$ cat config.mk
export PLATFORM = sky130hd
export DESIGN_NAME = load_store_unit
export DESIGN_NICKNAME = d
export VERILOG_FILES = /design/src/rtl/load_store_unit.sv
export SDC_FILE = /design/constraint.sdc
export NUM_CORES = 1
export LEC_CHECK = 0
export CAP_MARGIN = 5
export CORE_ASPECT_RATIO = 0.6
export CORE_MARGIN = 2
export CORE_UTILIZATION = 30
export CTS_CLUSTER_DIAMETER = 50
export DETAILED_ROUTE_END_ITERATION = 6
export PLACE_DENSITY = 0.65
export SYNTH_ARGS = -nofsm -noshare
export SYNTH_HDL_FRONTEND = slang
export SYNTH_SLANG_ARGS = --single-unit
$ cat constraint.sdc
create_clock -name clk -period 1.6 [get_ports clk]
set_clock_uncertainty 0.05 [all_clocks]
set_input_delay 0.24 -clock clk [delete_from_list [all_inputs] [get_ports clk]]
set_output_delay 0.24 -clock clk [all_outputs]
set_load 0.005 [all_outputs]
$ cat src/rtl/load_store_unit.sv
// Load/store initiator for a synchronous block-RAM data-memory slice.
// Accepts one request at a time, checks alignment and returns the result or a fault on a valid/ready channel.
module load_store_unit #(
  parameter int         ADDR_WIDTH = 11,
  parameter logic [1:0] WIDTH_WORD = 2'b00,
  parameter logic [1:0] WIDTH_HALF = 2'b01,
  parameter logic [1:0] WIDTH_BYTE = 2'b10
) (
  input  logic                  clk,
  input  logic                  reset_n,
  input  logic                  req_valid,
  output logic                  req_ready,
  input  logic                  req_write,
  input  logic [1:0]            req_width,
  input  logic                  req_signed,
  input  logic [ADDR_WIDTH-1:0] req_addr,
  input  logic [31:0]           req_wdata,
  output logic                  resp_valid,
  input  logic                  resp_ready,
  output logic [31:0]           resp_rdata,
  output logic                  resp_fault,
  output logic                  busy,
  output logic                  mem_ren,
  output logic                  mem_wen,
  output logic [1:0]            mem_width_mode,
  output logic                  mem_signed_mode,
  output logic [ADDR_WIDTH-1:0] mem_addr,
  output logic [31:0]           mem_wdata,
  input  logic [31:0]           mem_rdata
);

  typedef enum logic [2:0] {
    IDLE      = 3'd0,
    LOAD_ADDR = 3'd1,
    LOAD_DATA = 3'd2,
    STORE     = 3'd3,
    RESP      = 3'd4
  } state_e;

  state_e                state_q, state_d;
  logic                  write_q, write_d;
  logic [1:0]            width_q, width_d;
  logic                  signed_q, signed_d;
  logic [ADDR_WIDTH-1:0] addr_q, addr_d;
  logic [31:0]           wdata_q, wdata_d;
  logic                  fault_q, fault_d;
  logic [31:0]           rdata_q, rdata_d;

  logic reqReserved;
  logic reqMisaligned;
  logic reqFault;
  logic memActive;

  // Half-words at offset 01 are legal; only offset 11 would straddle a word boundary.
  always_comb begin
    reqReserved   = (req_width != WIDTH_WORD) && (req_width != WIDTH_HALF) &&
                    (req_width != WIDTH_BYTE);
    reqMisaligned = ((req_width == WIDTH_WORD) && (req_addr[1:0] != 2'b00)) ||
                    ((req_width == WIDTH_HALF) && (req_addr[1:0] == 2'b11));
    reqFault      = reqReserved || reqMisaligned;
  end

  always_comb begin
    state_d  = state_q;
    write_d  = write_q;
    width_d  = width_q;
    signed_d = signed_q;
    addr_d   = addr_q;
    wdata_d  = wdata_q;
    fault_d  = fault_q;
    rdata_d  = rdata_q;
    unique case (state_q)
      IDLE: begin
        if (req_valid) begin
          write_d  = req_write;
          width_d  = req_width;
          signed_d = req_signed;
          addr_d   = req_addr;
          wdata_d  = req_wdata;
          fault_d  = reqFault;
          rdata_d  = 32'd0;
          if (reqFault) begin
            state_d = RESP;
          end else if (req_write) begin
            state_d = STORE;
          end else begin
            state_d = LOAD_ADDR;
          end
        end
      end
      LOAD_ADDR: state_d = LOAD_DATA;
      LOAD_DATA: begin
        rdata_d = mem_rdata;
        state_d = RESP;
      end
      STORE: state_d = RESP;
      RESP: begin
        if (resp_ready) begin
          fault_d = 1'b0;
          rdata_d = 32'd0;
          state_d = IDLE;
        end
      end
      default: state_d = IDLE;
    endcase
  end

  always_ff @(posedge clk or negedge reset_n) begin
    if (!reset_n) begin
      state_q  <= IDLE;
      write_q  <= 1'b0;
      width_q  <= 2'b00;
      signed_q <= 1'b0;
      addr_q   <= '0;
      wdata_q  <= 32'd0;
      fault_q  <= 1'b0;
      rdata_q  <= 32'd0;
    end else begin
      state_q  <= state_d;
      write_q  <= write_d;
      width_q  <= width_d;
      signed_q <= signed_d;
      addr_q   <= addr_d;
      wdata_q  <= wdata_d;
      fault_q  <= fault_d;
      rdata_q  <= rdata_d;
    end
  end

  // The memory lines carry only the latched request, so req_* may change freely while busy.
  always_comb begin
    memActive       = (state_q == LOAD_ADDR) || (state_q == LOAD_DATA) || (state_q == STORE);
    req_ready       = (state_q == IDLE);
    busy            = (state_q != IDLE);
    mem_ren         = (state_q == LOAD_ADDR) || (state_q == LOAD_DATA);
    mem_wen         = (state_q == STORE);
    mem_width_mode  = 2'b00;
    mem_signed_mode = 1'b0;
    mem_addr        = '0;
    mem_wdata       = 32'd0;
    if (memActive) begin
      mem_width_mode  = width_q;
      mem_signed_mode = signed_q;
      mem_addr        = addr_q;
      mem_wdata       = wdata_q;
    end
    resp_valid = (state_q == RESP);
    resp_fault = (state_q == RESP) && fault_q;
    resp_rdata = 32'd0;
    if ((state_q == RESP) && !fault_q && !write_q) begin
      resp_rdata = rdata_q;
    end
  end

  // Protocol invariants on the memory side.
  assert property (@(posedge clk) disable iff (!reset_n) !(mem_ren && mem_wen));
  assert property (@(posedge clk) disable iff (!reset_n)
                   (state_q == LOAD_ADDR) |=> (state_q == LOAD_DATA));
  assert property (@(posedge clk) disable iff (!reset_n)
                   (resp_valid && !resp_ready) |=> (resp_valid && $stable(resp_rdata) && $stable(resp_fault)));

endmodule

==> run_results.csv, run 1 <==
group,metric,value,unit
synth,synth_edf_count,0,
worst_setup_path,r2r_end,"wdata_q[9]",
detailed_routing,drc_errors,0,
detailed_routing,antenna_left,0,
synth,synth_top_family_by_area,"multiplexers",
global_route,grt_pass1_vias,3203,
finish,nets,587,
worst_setup_path,crit_chain,"and3_4 > buf_6 > buf_12 > buf_16 > buf_12 > and2_4 > buf_6",
synth,synth-seq-cells,83,
floorplanning,die_w,150,µm
worst_setup_path,worstSetupStartpoint,"state_q[2]",
worst_setup_path,startpoint_type,"flop",
synth,synth_async_sr_flop_share,100,%
worst_setup_path,cp_slowest_cell,"dfrtp_2",
timing,setup_viol,137,
synth,ys_warn_count,0,
worst_setup_path,critPathRequiredTime,1.31,ns
synth,ys_types,30,
placed_design,io_buffers,166,
timing,rsz0062_at_grt,"true",
floorplanning,die_h,91.7,µm
flow_run,drv_cap,0,
worst_setup_path,path_delay_family,"buffers and inverters",
finish,syn_to_final_growth,83.5,%
global_route,grt_pass1_wl,17.0,mm
cts,htreeDepth,3,
floorplanning,rows,31,
synth,synth_fa_ha_area_share,0,%
floorplanning,ios,167,
outcome,violations,"setup timing",
cts,clk_latency,0.33,ns
synth,synth_top_area_cell,"dfrtp_1",
detailed_routing,vias,3060,
detailed_routing,initialDrtViolationCount,72,
floorplanning,dieArea,13800,µm²
worst_setup_path,path_class,"reg -> out",
detailed_routing,dr.pass1.iters,5,
timing,slew_headroom,63.2,%
finish,layout-drive-gt1-share,56.0,%
timing,tightestPinTransition,0.536,ns
global_route,grt_max_degree,33,
detailed_routing,finalWirelength,11.9,mm
detailed_routing,via_per_inst,4.54,
timing,fin_crit_sh,124,%
floorplanning,initial_utilization,31.3,%
power_and_ir_drop,peakVddDrop,0.000648,V
cts,numCtsBuffers,9,
synth,synth_compound_gate_area_share,8.88,%
power_and_ir_drop,power-per-cell-area,1630,nW/µm²
placed_design,dpl_cell_area,5850,µm²
cts,cts_tree,"yes",
synth,synthMuxAreaShare,16.9,%
worst_setup_path,r2r_cells,7,
synth,syn_inst,293,
finish,fin_area,7060,µm²
worst_setup_path,crit_cells,7,
synth,ys.flop_type,"dfrtp_1",
placed_design,dp_hpwl,7.08,mm
timing,worst_slack,-0.383,ns
floorplanning,core-area,12300,µm²
synth,yosysSeqAreaShare,54.0,%
detailed_routing,avgRoutedWirePerCell,17.7,µm
global_route,grt_use_total,16.3,%
synth,synth_simple_gate_area_share,16.0,%
cts,clock_path_buffers,2,
placed_design,place_congestion,0.746,
worst_setup_path,crit_arrival,1.69,ns
timing,drv_slew,0,
synth,synth.most_common_cell,"dfrtp_1",
worst_setup_path,cp-end-kind,"primary output",
worst_setup_path,r2r_slack,-0.28,ns
worst_setup_path,rr_startpoint,"state_q[2]",
worst_setup_path,path_buf_inv,5,
cts,clock-root-buffer,"clkbuf_16",
global_route,grt_overflow_total,0,
timing,fmax,504,MHz
synth,avgSynthCellArea,13.1,µm²
worst_setup_path,cpPeakStageDelay,0.43,ns
finish,final_core_util,57.4,%
worst_setup_path,cp_max_fo,3,
timing,layout_min_cycle_time,1.98,ns
synth,synthXorXnorAreaFrac,0.228,%
cts,clk_pin_slew,0.06,ns
power_and_ir_drop,leakage,3.30,nW
outcome,status,"finished, violations left",
finish,num_antenna_cells,0,
timing,hold_viol_final,0,
synth,syn-cell-area,3850,µm²
synth,synth.net_count,376,
synth,synth_area_leaders,"dfrtp_1, and2_1, mux2_4, a22o_1, mux2_2",
synth,synth_common_cells,"dfrtp_1, and2_1, a22o_1",
synth,synth.top_cell.area_share,54.0,%
global_route,grt_antenna_before_repair,0,
power_and_ir_drop,p_total,11.5,mW
worst_hold_path,hp-class,"in -> async",
cts,clock-sinks,83,
[worst max path at each step]
stage                          end  slack, ns
floorplan                addr_q[0]      -0.02
global placement      mem_wdata[2]      -0.25
detailed placement  resp_rdata[13]      -0.27
CTS                   mem_wdata[3]      -0.44
global route         mem_wdata[23]      -0.46
finish              resp_rdata[19]      -0.38
[logic make-up after synthesis]
family / count (synthesis)
compound gates: 41
buf+inv: 24
xor+xnor: 1
simple gates: 96
flops: 83
mux: 48
[per-layer routing]
metal / track usage, % / wire, µm
met1: 24.2 / 6070
met2: 23.7 / 5090
met3: 4.28 / 648
met4: 3.54 / 90
met5: 0 / 0
[layout make-up]
cell class	count	area (µm²)
well taps	165	206
clock inverters	4	51.3
multi-input cells	186	1900
flip-flops and latches	83	2080
fillers	995	5240
clock buffers	12	236
inverters	3	11.3
repair buffers	221	2580
[registers in the layout (all words and copies together), names as in the netlist]
name and flops:
rdata_q 32, wdata_q 32, addr_q 11, state_q 3, width_q 2, fault_q 1
signed_q 1, write_q 1
[through the flow]
step	setup slack [ns]	TNS (ns)	cells	hold slack, ns
floorplan	-0.0218	-0.881	293	-0.106
global placement	-0.247	-27.36	625	0.140
detailed placement	-0.272	-29.37	625	0.140
CTS	-0.444	-41.80	670	0.327
global route	-0.459	-46.91	674	0.345
finish	-0.383	-35.10	674	0.326
[layout by cell type, fill, tap and decap left out, drive strengths merged, types with 3 or more instances in the layout]
cell	count
inv	3
clkdlybuf4s50	81
a21o	3
and2	79
mux2	47
buf	133
dfrtp	83
a22o	32
clkbuf	17
nor2	5
[timing repair]
item                                   4_1_cts  5_1_grt
endpoints found under the hold margin       25        0
setup endpoints to repair                  132      159
pin swaps                                   27       53
hold buffers                                 1        0
setup buffers                               22        9
gates cloned                                 7        5
resized for setup                          358      162
[report_power, final]
| part | internal (mW) | switching [mW] |
|---|---|---|
| Clock | 1.21 | 0.821 |
| Sequential | 3.05 | 0.571 |
| Combinational | 3.89 | 1.98 |
| Total | 8.15 | 3.37 |
Note: power is estimated with default switching activity, not from simulation.
==> run 2, diff against run 1 <==
Settings changed: ABC_AREA set to 0, CTS_BUF_LIST set to sky130_fd_sc_hd__clkbuf_16.
==> run_results.csv, run 2 (synthesis gave the netlist of run 1 again) <==
group,metric,value,unit
worst_setup_path,cp-end-kind,"primary output",
timing,setup_viol,136,
cts,htreeDepth,3,
detailed_routing,antenna_left,0,
worst_setup_path,path_class,"reg -> out",
timing,layout_min_cycle_time,1.98,ns
detailed_routing,finalWirelength,11.9,mm
global_route,grt_max_degree,33,
global_route,grt_pass1_wl,17.1,mm
floorplanning,core-area,12300,µm²
outcome,status,"finished, violations left",
floorplanning,dieArea,13800,µm²
finish,num_antenna_cells,0,
worst_setup_path,critPathRequiredTime,1.31,ns
placed_design,io_buffers,166,
worst_setup_path,path_buf_inv,5,
worst_setup_path,startpoint_type,"flop",
timing,worst_slack,-0.385,ns
global_route,grt_use_total,16.3,%
power_and_ir_drop,leakage,3.31,nW
cts,clock_path_buffers,2,
power_and_ir_drop,power-per-cell-area,1630,nW/µm²
global_route,grt_antenna_before_repair,0,
finish,nets,587,
timing,hold_viol_final,0,
cts,numCtsBuffers,9,
floorplanning,ios,167,
cts,cts_tree,"yes",
finish,top_regs,"rdata_q: 32 flops, wdata_q: 32 flops, addr_q: 11 flops",
power_and_ir_drop,peakVddDrop,0.000641,V
worst_setup_path,path_delay_family,"buffers and inverters",
detailed_routing,via_per_inst,4.56,
detailed_routing,vias,3071,
worst_setup_path,crit_chain,"and3_4 > buf_6 > buf_12 > buf_16 > buf_12 > and2_4 > buf_6",
finish,final_cell_mix,"buf_6, dfrtp_1, clkdlybuf4s50_1",
outcome,violations,"setup timing",
detailed_routing,avgRoutedWirePerCell,17.6,µm
global_route,grt_overflow_total,0,
worst_setup_path,cpPeakStageDelay,0.43,ns
timing,fmax,504,MHz
finish,layout-drive-gt1-share,56.0,%
timing,fin_crit_sh,124,%
floorplanning,rows,31,
worst_setup_path,cp_slowest_cell,"dfrtp_2",
cts,clock-root-buffer,"clkbuf_16",
timing,tightestPinTransition,0.531,ns
cts,clk_latency,0.33,ns
worst_setup_path,crit_arrival,1.69,ns
timing,drv_slew,0,
finish,final_common_cell,"buf_6",
placed_design,place_congestion,0.746,
detailed_routing,drc_errors,0,
cts,clock-sinks,83,
placed_design,dp_hpwl,7.08,mm
cts,clk_pin_slew,0.06,ns
floorplanning,initial_utilization,31.3,%
detailed_routing,dr.pass1.iters,6,
detailed_routing,initialDrtViolationCount,78,
worst_hold_path,hp-class,"in -> async",
timing,rsz0062_at_grt,"true",
timing,slew_headroom,63.6,%
worst_setup_path,cp_max_fo,3,
flow_run,drv_cap,0,
floorplanning,die_w,150,µm
finish,syn_to_final_growth,83.5,%
timing,tns,-35.16,ns
global_route,grt_pass1_vias,3204,
floorplanning,die_h,91.7,µm
placed_design,pre_cts_ws,-0.272,ns
[run 2: cell types whose count changed in the layout (fill, tap and decap cells not counted)]
| cell | delta |
|---|---|
| clkbuf_1 | -3 |
| inv_1 | +3 |
[run 2: path summary, 6_finish.rpt]
check	startpoint	to	slack, ns	depth (start not counted)
max	state_q[2]	resp_rdata[19]	-0.38	7
min	reset_n	wdata_q[26]	0.33	2
max reg2reg	state_q[2]	wdata_q[9]	-0.29	7
min reg2reg	rdata_q[15]	rdata_q[15]	0.45	1
max in group asynchronous	reset_n	state_q[2]	0.67	3
min in group clk	rdata_q[15]	rdata_q[15]	0.45	1
[run 2: timing repair]
item | in CTS | in global routing
setup buffers | 22 | 9
gates cloned | 7 | 5
hold buffers | 1 | 0
gates resized for setup | 358 | 162
pin swaps | 27 | 53
endpoints found under the hold margin | 25 | 0
setup endpoints to repair | 132 | 159
[run 2: metrics by stage]
step / hold slack [ns] / instances / utilization [%] / instance area (µm²) / power [mW]
finish: 0.326 / 674 / 57.4 / 7060 / 11.5
global route: 0.345 / 674 / 57.4 / 7060 / 12.2
CTS: 0.327 / 670 / 54.5 / 6710 / 10.7
detailed placement: 0.140 / 625 / 47.6 / 5850 / 7.61
global placement: 0.140 / 625 / 47.6 / 5850 / 7.52
floorplan: -0.106 / 293 / - / 3860 / 5.71
[run 2: routing by layer]
metal	GRT usage, %	vias up	part of all wire, %
met1	24.2	1515	51
met5	0	-	0
met3	4.28	9	5.4
met2	23.7	110	43
li1	-	1437	-
met4	3.54	0	0.74
[run 2: cell type report]
class	instances	area, µm²
fillers	995	5240
repair buffers	221	2580
flip-flops and latches	83	2080
multi-input cells	186	1900
clock buffers	9	225
well taps	165	206
clock inverters	7	62.6
inverters	3	11.3
[run 2: where the power goes]
group	internal (mW)	total [mW]	switching (mW)
Combinational	3.89	5.87	1.99
Clock	1.19	2.01	0.820
Sequential	3.05	3.63	0.574
==> run 3, diff against run 2 <==
Settings changed: CORE_UTILIZATION 30 to 38, PLACE_DENSITY 0.65 to 0.8.
==> run_results.csv, run 3 (synthesis gave the netlist of run 1 again) <==
group,metric,value,unit
cts,clk_pin_slew,0.06,ns
worst_setup_path,crit_arrival,1.83,ns
global_route,grt_pass1_vias,3100,
worst_hold_path,hp-class,"in -> async",
worst_setup_path,cp_max_fo,23,
worst_setup_path,path_class,"reg -> out",
global_route,grt_use_total,19.0,%
cts,clk_latency,0.32,ns
cts,clock_path_buffers,2,
placed_design,pre_cts_ws,-0.329,ns
power_and_ir_drop,power_frac_comb,46.3,%
timing,worst_slack,-0.520,ns
finish,layout-drive-gt1-share,38.5,%
outcome,status,"finished, violations left",
outcome,violations,"setup timing",
detailed_routing,initialDrtViolationCount,98,
power_and_ir_drop,peakVddDrop,0.000695,V
finish,top_regs,"rdata_q: 32 flops, wdata_q: 32 flops, addr_q: 11 flops",
cts,htreeDepth,3,
timing,fmax,472,MHz
finish,num_antenna_cells,0,
worst_setup_path,cp-end-kind,"primary output",
global_route,grt_pass1_wl,16.1,mm
floorplanning,rows,28,
floorplanning,initial_utilization,39.1,%
detailed_routing,finalWirelength,11.1,mm
floorplanning,die_w,134,µm
detailed_routing,antenna_left,0,
global_route,grt_antenna_before_repair,0,
power_and_ir_drop,power-per-cell-area,1600,nW/µm²
worst_setup_path,crit_chain,"nor2_2 > buf_6 > nor2_4 > buf_12 > and2_4 > clkdlybuf4s50_1",
floorplanning,dieArea,11000,µm²
finish,fin_area,6220,µm²
power_and_ir_drop,switchingPower,3.02,mW
detailed_routing,avgRoutedWirePerCell,17.5,µm
timing,tightestPinTransition,0.781,ns
timing,layout_min_cycle_time,2.12,ns
floorplanning,die_h,81.9,µm
worst_setup_path,startpoint_type,"flop",
cts,numCtsBuffers,9,
finish,syn_to_final_growth,61.6,%
power_and_ir_drop,pwr-share-clk,17.9,%
placed_design,dpl_cell_area,5810,µm²
worst_setup_path,critPathRequiredTime,1.31,ns
detailed_routing,drc_errors,0,
timing,setup_viol,166,
timing,fin_crit_sh,133,%
worst_setup_path,cpPeakStageDelay,0.49,ns
worst_setup_path,cp_slowest_cell,"clkdlybuf4s50_1",
detailed_routing,vias,3070,
cts,clock-sinks,83,
power_and_ir_drop,leakage,3.10,nW
power_and_ir_drop,power.internal,6.91,mW
cts,cts_tree,"yes",
finish,final_cell_mix,"dfrtp_1, clkdlybuf4s50_1, and2_1",
power_and_ir_drop,sw_frac_of_total,30.4,%
finish,nets,576,
detailed_routing,dr.pass1.iters,4,
cts,clock-root-buffer,"clkbuf_16",
floorplanning,ios,167,
timing,rsz0062_at_grt,"true",
placed_design,io_buffers,166,
placed_design,place_congestion,0.851,
placed_design,dp_hpwl,6.98,mm
flow_run,drv_cap,0,
timing,slew_headroom,47.8,%
floorplanning,core-area,9840,µm²
global_route,grt_overflow_total,0,
power_and_ir_drop,seqPwrFrac,35.8,%
timing,drv_slew,0,
global_route,grt_max_degree,50,
timing,hold_viol_final,0,
detailed_routing,via_per_inst,4.87,
==> run 3: cell count changes in the layout (fill, tap and decap cells not counted), sizes merged, moves of 10 or more <==
cell,before,now
clkdlybuf4s15,1,13
dlymetal6s2s,0,10
clkbuf,14,54
buf,133,58
==> run 3: power by group through the flow <==
stage	logic (mW)	registers, mW	clock network, mW
2_1_floorplan	2.33	3.38	0
3_3_place_gp	3.94	3.50	0
3_5_place_dp	4.04	3.53	0
4_1_cts	4.48	3.54	1.82
5_1_grt	4.90	3.68	1.93
6_report	4.59	3.56	1.78
==> run 3: worst max-delay path: cells and delay by family (launching register included) <==
family / cells / cell delay, ns
DFF: 1 / 0.37
and+or+nand+nor: 3 / 0.35
buffers and inverters: 3 / 0.78
==> run 3: final cells by class <==
type                            count  area (µm²)
Multi-Input combinational cell    187        1740
Sequential cell                    83        2080
Inverter                            3        11.3
Tap cell                          135         169
Timing Repair Buffer              209        1970
Clock buffer                        9         225
Fill cell                         744        3630
Clock inverter                      5        25.0
==> run 3: layer usage <==
layer | vias to the layer above | track usage (%) | share of wire (%)
met3 | 15 | 4.88 | 7.1
li1 | 1407 | - | -
met2 | 120 | 30.1 | 46
met5 | - | 0 | 0
met1 | 1528 | 26.4 | 46
met4 | 0 | 4.68 | 1.5
==> run 3: worst paths after layout <==
kind	from	end	slack, ns	cells past startpoint
worst max register to register	state_q[2]	wdata_q[17]	-0.39	7
max in group asynchronous	reset_n	state_q[2]	0.79	3
min in group clk	wdata_q[14]	wdata_q[14]	0.43	1
worst min-delay path	reset_n	addr_q[4]	0.23	2
worst min register to register	wdata_q[14]	wdata_q[14]	0.43	1
worst max-delay path	state_q[0]	mem_wdata[12]	-0.52	6
==> run 3: through the flow <==
step           setup TNS [ns]  cells  utilization [%]  hold slack [ns]  power, mW
4_1_cts                -60.87    623             63.7            0.217       9.84
6_report               -46.48    631             63.1            0.228       9.93
5_1_grt                -53.65    631             63.1            0.238       10.5
3_5_place_dp           -38.16    598             59.0           0.0256       7.58
2_1_floorplan          -0.881    293                -           -0.106       5.71
3_3_place_gp           -33.01    598             59.0           0.0241       7.44
==> run 3: what timing repair did <==
action | 4_1_cts | 5_1_grt
endpoints found under the setup margin | 165 | 167
gates resized for setup | 115 | 148
setup buffers | 7 | 11
cloned | 3 | 2
hold endpoints to repair | 83 | 0
pin swaps | 5 | 8
hold buffers | 1 | 0
